--- src/rtl/alurf_pkg.sv ---
// alurf_pkg: shared FSM states, instruction field layout and control bundle for the ALUandRF sequencer
package alurf_pkg;
  typedef enum logic [2:0] {S_IDLE, S_DECODE, S_EXECUTE, S_WRITEBACK, S_ERR} state_t;
  localparam logic [3:0] OP_RTYPE  = 4'b0000;
  localparam logic [3:0] OP_SHIFT  = 4'b1000;
  localparam logic [3:0] OP_IMM_LO = 4'b0001;
  localparam logic [3:0] OP_IMM_HI = 4'b0111;
  localparam int OP_LSB  = 12;
  localparam int RD_LSB  = 8;
  localparam int EXT_LSB = 4;
  localparam int RS_LSB  = 0;
  localparam logic [2:0] ALU_CMP = 3'b111;
  // Immediate kept as its raw 8 bits; the top sign-extends to the datapath width.
  typedef struct packed {
    logic [3:0] src;
    logic [3:0] dst;
    logic [7:0] imm8;
    logic       rtype;
    logic       shift;
    logic [2:0] alu_op;
    logic [3:0] shamt;
  } ctrl_t;
endpackage

--- src/rtl/alurf_decode.sv ---
// alurf_decode: combinational instruction decode into the control bundle plus illegal flag
module alurf_decode
  import alurf_pkg::*;
(
  input  logic [15:0] ir_i,
  output ctrl_t       ctrl_o,
  output logic        illegal_o
);
  logic [3:0] op, rd, ext, rs;
  assign op  = ir_i[OP_LSB +: 4];
  assign rd  = ir_i[RD_LSB +: 4];
  assign ext = ir_i[EXT_LSB +: 4];
  assign rs  = ir_i[RS_LSB +: 4];
  always_comb begin
    ctrl_o    = '0;
    illegal_o = 1'b0;
    if (op == OP_RTYPE) begin
      ctrl_o.rtype  = 1'b1;
      ctrl_o.alu_op = ext[2:0];
      ctrl_o.src    = rs;
      ctrl_o.dst    = rd;
      illegal_o     = ext[3];
    end else if (op == OP_SHIFT) begin
      ctrl_o.rtype  = 1'b1;
      ctrl_o.shift  = 1'b1;
      ctrl_o.alu_op = ext[2:0];
      ctrl_o.shamt  = rs;
      ctrl_o.src    = rd;
      ctrl_o.dst    = rd;
    end else if (op >= OP_IMM_LO && op <= OP_IMM_HI) begin
      ctrl_o.alu_op = op[2:0];
      ctrl_o.imm8   = {ext, rs};
      ctrl_o.dst    = rd;
    end else begin
      illegal_o = 1'b1;
    end
  end
endmodule

--- src/rtl/alurf_sequencer.sv ---
// alurf_sequencer: multicycle FSM issuing one instruction at a time to ALUandRF and latching its result
module alurf_sequencer
  import alurf_pkg::*;
#(
  parameter int         WIDTH  = 16,
  parameter logic [2:0] CMP_OP = ALU_CMP
) (
  input  logic             clk,
  input  logic             reset,
  input  logic [15:0]      instr,
  input  logic             instr_valid,
  output logic             instr_ready,
  input  logic [WIDTH-1:0] resultData,
  input  logic [WIDTH-1:0] outputFlags,
  output logic [WIDTH-1:0] pc,
  output logic [3:0]       srcAddr,
  output logic [3:0]       dstAddr,
  output logic [WIDTH-1:0] immd,
  output logic             pcInstruction,
  output logic             rTypeInstruction,
  output logic             shiftInstruction,
  output logic             regWrite,
  output logic [2:0]       aluOp,
  output logic [3:0]       shiftAmount,
  output logic [WIDTH-1:0] result_q,
  output logic [WIDTH-1:0] flags_q,
  output logic             done,
  output logic             err
);
  state_t           state_q, state_d;
  logic [15:0]      ir_q, ir_d;
  ctrl_t            ctrl_q, ctrl_d, dec;
  logic             illegal, reg_write_q, reg_write_d, done_q, done_d;
  logic [WIDTH-1:0] result_d, flags_d;
  alurf_decode u_decode (.ir_i(ir_q), .ctrl_o(dec), .illegal_o(illegal));
  always_comb begin
    state_d     = state_q;
    ir_d        = ir_q;
    ctrl_d      = ctrl_q;
    reg_write_d = 1'b0;
    done_d      = 1'b0;
    result_d    = result_q;
    flags_d     = flags_q;
    case (state_q)
      S_IDLE: if (instr_valid && instr_ready) begin
        ir_d    = instr;
        state_d = S_DECODE;
      end
      S_DECODE: begin
        state_d = illegal ? S_ERR : S_EXECUTE;
        ctrl_d  = illegal ? '0 : dec;
      end
      S_EXECUTE: begin
        state_d     = S_WRITEBACK;
        reg_write_d = ctrl_q.alu_op != CMP_OP;
      end
      S_WRITEBACK: begin
        state_d  = S_IDLE;
        ctrl_d   = '0;
        done_d   = 1'b1;
        result_d = resultData;
        flags_d  = outputFlags;
      end
      default: state_d = S_IDLE;
    endcase
  end
  always_ff @(posedge clk) begin
    if (reset) begin
      state_q     <= S_IDLE;
      ir_q        <= '0;
      ctrl_q      <= '0;
      reg_write_q <= 1'b0;
      done_q      <= 1'b0;
      result_q    <= '0;
      flags_q     <= '0;
    end else begin
      state_q     <= state_d;
      ir_q        <= ir_d;
      ctrl_q      <= ctrl_d;
      reg_write_q <= reg_write_d;
      done_q      <= done_d;
      result_q    <= result_d;
      flags_q     <= flags_d;
    end
  end
  assign instr_ready      = (state_q == S_IDLE) && !reset;
  assign err              = state_q == S_ERR;
  assign done             = done_q;
  assign regWrite         = reg_write_q;
  assign pc               = '0;
  assign pcInstruction    = 1'b0;
  assign srcAddr          = ctrl_q.src;
  assign dstAddr          = ctrl_q.dst;
  assign immd             = {{(WIDTH-8){ctrl_q.imm8[7]}}, ctrl_q.imm8};
  assign rTypeInstruction = ctrl_q.rtype;
  assign shiftInstruction = ctrl_q.shift;
  assign aluOp            = ctrl_q.alu_op;
  assign shiftAmount      = ctrl_q.shamt;
endmodule

--- config.mk ---
export PLATFORM = sky130hd
export DESIGN_NAME = alurf_sequencer
export DESIGN_NICKNAME = d
export VERILOG_FILES = /design/src/rtl/alurf_pkg.sv /design/src/rtl/alurf_decode.sv /design/src/rtl/alurf_sequencer.sv
export SDC_FILE = /design/constraint.sdc
export NUM_CORES = 1
export LEC_CHECK = 0
export BUFFER_PORTS_ARGS = -buffer_cell sky130_fd_sc_hd__buf_2
export CORE_MARGIN = 3
export CORE_UTILIZATION = 47
export DETAILED_ROUTE_END_ITERATION = 10
export GPL_ROUTABILITY_DRIVEN = 0
export PLACE_DENSITY = 0.77
export SLEW_MARGIN = 40
export SYNTH_ARGS = -nofsm -noshare
export SYNTH_HDL_FRONTEND = slang
export SYNTH_SLANG_ARGS = --single-unit
--- constraint.sdc ---
create_clock -name clk -period 1.7 [get_ports clk]
set_clock_uncertainty 0.05 [all_clocks]
set_input_delay 0.34 -clock clk [delete_from_list [all_inputs] [get_ports clk]]
set_output_delay 0.34 -clock clk [all_outputs]
set_load 0.02 [all_outputs]
# Word-level counts from Yosys, hierarchy flattened
# Index checks and enable logic that the tools add are counted.
[totals] ff_bits=78 input_bits=51 word_cells=55
[op_classes] n_lt_le_gt_ge=2 n_eq_ne=7 mux=23 bitwise=1 reduce_logical=9
[ops] operator="25-bit one-hot mux with 2 select lines" n=1
[ops] operator="25-bit two-way mux" n=1
[ops] operator="8-bit two-way mux" n=3
[ops] operator="4-bit two-way mux" n=4
[ops] operator="3-bit two-way mux" n=5
[ops] operator="12-bit two-way mux" n=1
[ops] operator="3-bit one-hot mux with 3 select lines" n=1
[ops] operator="3-bit by 2-bit equality test with 1-bit output (second input constant)" n=2
[ops] operator="1-bit two-way mux" n=6
[ops] operator="4-bit equality test (second input constant)" n=1
[ops] operator="4-bit by 1-bit greater-or-equal comparator with 1-bit output (second input constant)" n=1
[ops] operator="4-bit by 3-bit less-or-equal comparator with 1-bit output (second input constant)" n=1
[ops] operator="4-bit zero test" n=1
[ops] operator="3-bit by 1-bit equality test with 1-bit output (second input constant)" n=1
[ops] operator="3-bit equality test (second input constant)" n=1
[ops] operator="1-bit logical AND" n=3
[ops] operator="3-bit zero test" n=1
[ops] operator="3-bit inequality test (second input constant)" n=1
[ops] operator="2-bit two-way mux" n=1
[ops] operator="2-bit inequality test (second input constant)" n=1
[ops] operator="2-bit AND reduction" n=1
[ops] operator="2-bit nonzero test" n=1
[ops] operator="2-bit OR reduction" n=1
[ops] operator="1-bit zero test" n=1
[ops] operator="1-bit inverter" n=1

# Longest topological paths before layout
[logic_depth] ltp_word=7 ltp_mapped=6 mapped_depth_nobuf=3

# Cells and area by module
# Synthesis repeated with hierarchy kept, for this count alone.
[unflattened] cells_unflattened=383 area_unflattened_um2=3333.2
[modules_own_cells] module="alurf_sequencer" n_inst=1 cells_per_inst=343 area_each_um2=3060.4
[modules_own_cells] module="alurf_decode" n_inst=1 cells_per_inst=40 area_each_um2=272.8

# Least setup slack after synthesis
# No wires, ideal clock.
[synth_path] path_kind="register -> register" from="register state_q[0]" to="register ir_q[10]" setup_ns=0.121 arrival_ns=1.471 slack_ns=0.058 stages_incl_launch_ff=6 synth_period_minus_slack_ns=1.642 cell_sequence="dfxtp_1 buf_6 nor4_4 nand2_4 buf_6 mux2_4"
[synth_between] elab_chain_len=4
[synth_rtl] element="start, declared" line="alurf_sequencer.sv:30" text="state_t state_q, state_d;"
[synth_rtl] element="start signal, assigned" line="alurf_sequencer.sv:77" text="state_q <= state_d;"
[synth_rtl] element="3-bit zero test" line="alurf_sequencer.sv:86" text="assign instr_ready = (state_q == S_IDLE) && !reset;"
[synth_rtl] element="1-bit logical AND" line="alurf_sequencer.sv:86"
[synth_rtl] element="net instr_ready" line="alurf_sequencer.sv:12" text="output logic instr_ready,"
[synth_rtl] element="1-bit logical AND" line="alurf_sequencer.sv:45" text="S_IDLE: if (instr_valid && instr_ready) begin"
[synth_rtl] element="2-bit AND reduction (no source line)"
[synth_rtl] element="end signal, assigned" line="alurf_sequencer.sv:78" text="ir_q <= ir_d;"
[synth_rtl] element="end, declared" line="alurf_sequencer.sv:31" text="logic [15:0] ir_q, ir_d;"
# The timed path passes the listed nets, and every way through them passes these cells.
# A chain may end at the register's enable or synchronous reset.

# Worst setup path after layout
[layout_path] from="register state_q[1]" to="output err"
[layout_between] elab_chain_len=1
[layout_rtl] element="3-bit equality test" line="alurf_sequencer.sv:87" text="assign err = state_q == S_ERR;"
[layout_rtl] element="end, declared" line="alurf_sequencer.sv:28" text="output logic err"
# Every way passes these cells.

==> metrics.txt <==
post-detail-place hpwl=5450 um; grt total ovfl=0; clock sink total=78; die width=88.9 um; Reg-to-Reg End=ir_q[9]; total chip power=4410 uW; leakage=0.00186 uW; # DRC=0; initial antenna violation count=0; Final period util=94.6%; min-delay src=instr[2]; main area contributors after synthesis=dfxtp_1, nand2_1, a21oi_1, buf_4, mux2_4; most frequent cells after synthesis=nand2_1, dfxtp_1, a21oi_1, buf_4, nand4_1; Worst path slowest cell=dfxtp_1; Critical Path RT=1310 ps; CTS Buf Count=9; max-slew violation count=0; cell count after synthesis=367; Critical Path Fanout Max=10; Slowest Stage Delay on Critical Path=340 ps; Placement Rows=29; R2R cell count=4; Critical Path AT=1220 ps; Synth area leader=dfxtp_1; number of synthesized flops with an enable pin=0; initial DRC count=81; Clock Path Buffers=2; Finished Cell Area=0.00406 mm2; Worst-Skew Late Latency=340 ps; number of global-route vias before repair=2546; Post-synth ARST share=0%; DP Area=0.00377 mm2; PortBufs=119; wirelength, routed=7590 um; RSZ-0062 raised after global routing=no; count of different cell masters after synthesis=38; Hold WC Path Type=primary input to flop; Tot GR Track Use=19.3%; drt wl/cell=13.6 um; Seq/Total Area, Yosys=48.3%; CTS clk-pin slew, worst paths=80 ps; Root Buffer=clkbuf_8; Critical Path Start=state_q[1]; Critical Path Source Type=flop; First-pass DRT Iterations=4; first-pass GRT wire length=11800 um; crit path cell chain=buf_4 > nor3b_1 > buf_2; worst hold endpoint=ir_q[2]; Main synth FF type=dfxtp_1; largest delay contributor family on the critical path=buffers and inverters; post-place setup slack=206 ps; Worst R2R Start=state_q[0]; Cell Pwr Density=1090 mW/mm2; r2r setup slk=160 ps; Die ar.=0.00791 mm2; largest net degree at the start of global routing=39; post-route setup TNS=0 ps; Synth top area share=48.3%; worst path bufs/invs=2; post-synthesis register bit count=78; Final WS setup=92.3 ps; VDD IR-drop max=0.000573 V; H-tree level count=3; layout cell share with drive strength beyond 1=35.2%; nets=526; vias=2787; synth warn=0; Starting Density=49.8%; Core Util, Final=62.6%; Worst setup EP type=output port; most instantiated library cell after synthesis=nand2_1; Setup Viol. Count Final=0; Mapped Avg Cell Area=8.81 um2; Diodes inserted=0; crit path time final=1610 ps; Final Hold Fails=0; # Max-Cap Violations=0; CTS tree=yes; Die Height=88.9 um; Mapped Area=0.00323 mm2; FMAX=622 MHz; Setup CP Type=flop to output port; post-route ant nets=0; Area growth syn-to-layout=25.7%; Worst Hold Depth=2; Via density=5.00; status=complete, no violations; I/O pin total=137; Core ar.=0.00649 mm2
## layer usage
metal | part of all wire, % | vias up | GRT usage, %
met4 | 1.8 | 0 | 9.61
met1 | 43 | 1265 | 24.1
li1 | - | 1409 | -
met2 | 47 | 103 | 31.6
met3 | 8.1 | 10 | 3.96
met5 | 0 | - | 0
## metrics by stage
stage	hold WS (ps)	std cells
after floorplan	400	383
after global placement	389	540
after detailed placement	395	540
after CTS	156	557
after global routing	160	557
final	173	557
## power breakdown
group	internal [uW]	switching, uW	leakage [uW]	total [uW]
Clock	1210	665	0.000140	1870
Sequential	1900	65.1	0.000633	1970
Combinational	234	341	0.00108	574
Total	3340	1070	0.00186	4410
## cell type report
cell class	count	area, um2
Fill cell	577	2430
Clock inverter	5	129
Tap cell	77	96.3
Sequential cell	78	1560
Multi-Input combinational cell	246	1390
Inverter	6	22.5
Clock buffer	11	151
Timing Repair Buffer	134	711
## logic make-up after synthesis
group                  count (synthesis)  synth area share [%]
and+or+nand+nor                      144                  22.4
buffers and inverters                 59                  10.6
AOI/OAI and AO/OA                     69                  12.0
muxes                                 16                  6.58
DFF                                   78                  48.3
other                                  1                 0.116
## worst max-delay path by stage
stage / end / cells past startpoint
floorplan: ir_q[10] / 5
global placement: ir_q[7] / 3
detailed placement: ir_q[11] / 3
CTS: err / 2
global route: err / 3
finish: err / 3
## repair_timing
action	4_1_cts	5_1_grt
hold buffers	0	0
gates resized for setup	1	1
setup endpoints to repair	1	1
pin swaps	1	0
setup buffers	1	0
cloned	0	0
## flip-flops by register name, summed over array words and instances (netlist names), 3 cells and up
signal,flops
immd,8
state_q,3
shiftAmount,4
result_q,16
dstAddr,4
aluOp,3
flags_q,16
ir_q,16
srcAddr,4
## placed cells by master (no fill, tap or decap), types with 2 or more instances in the layout
| master | instances |
|---|---|
| nand4_1 | 14 |
| o31ai_1 | 2 |
| nor3b_1 | 5 |
| a21oi_1 | 52 |
| and2_1 | 4 |
| nand2_1 | 82 |
| nor2_1 | 6 |
| nand3b_1 | 5 |
| a22oi_1 | 3 |
| inv_1 | 6 |
| nor2b_1 | 11 |
| o211ai_1 | 5 |
| mux2_4 | 9 |
| nand2b_1 | 3 |
| conb_1 | 17 |
| buf_4 | 16 |
| buf_2 | 118 |
| clkbuf_8 | 11 |
| mux2_2 | 6 |
| nor4b_1 | 2 |
| bufinv_16 | 4 |
| nand3_1 | 3 |
| o41ai_1 | 4 |
| dfxtp_1 | 77 |
(Power assumes the default switching activity.)
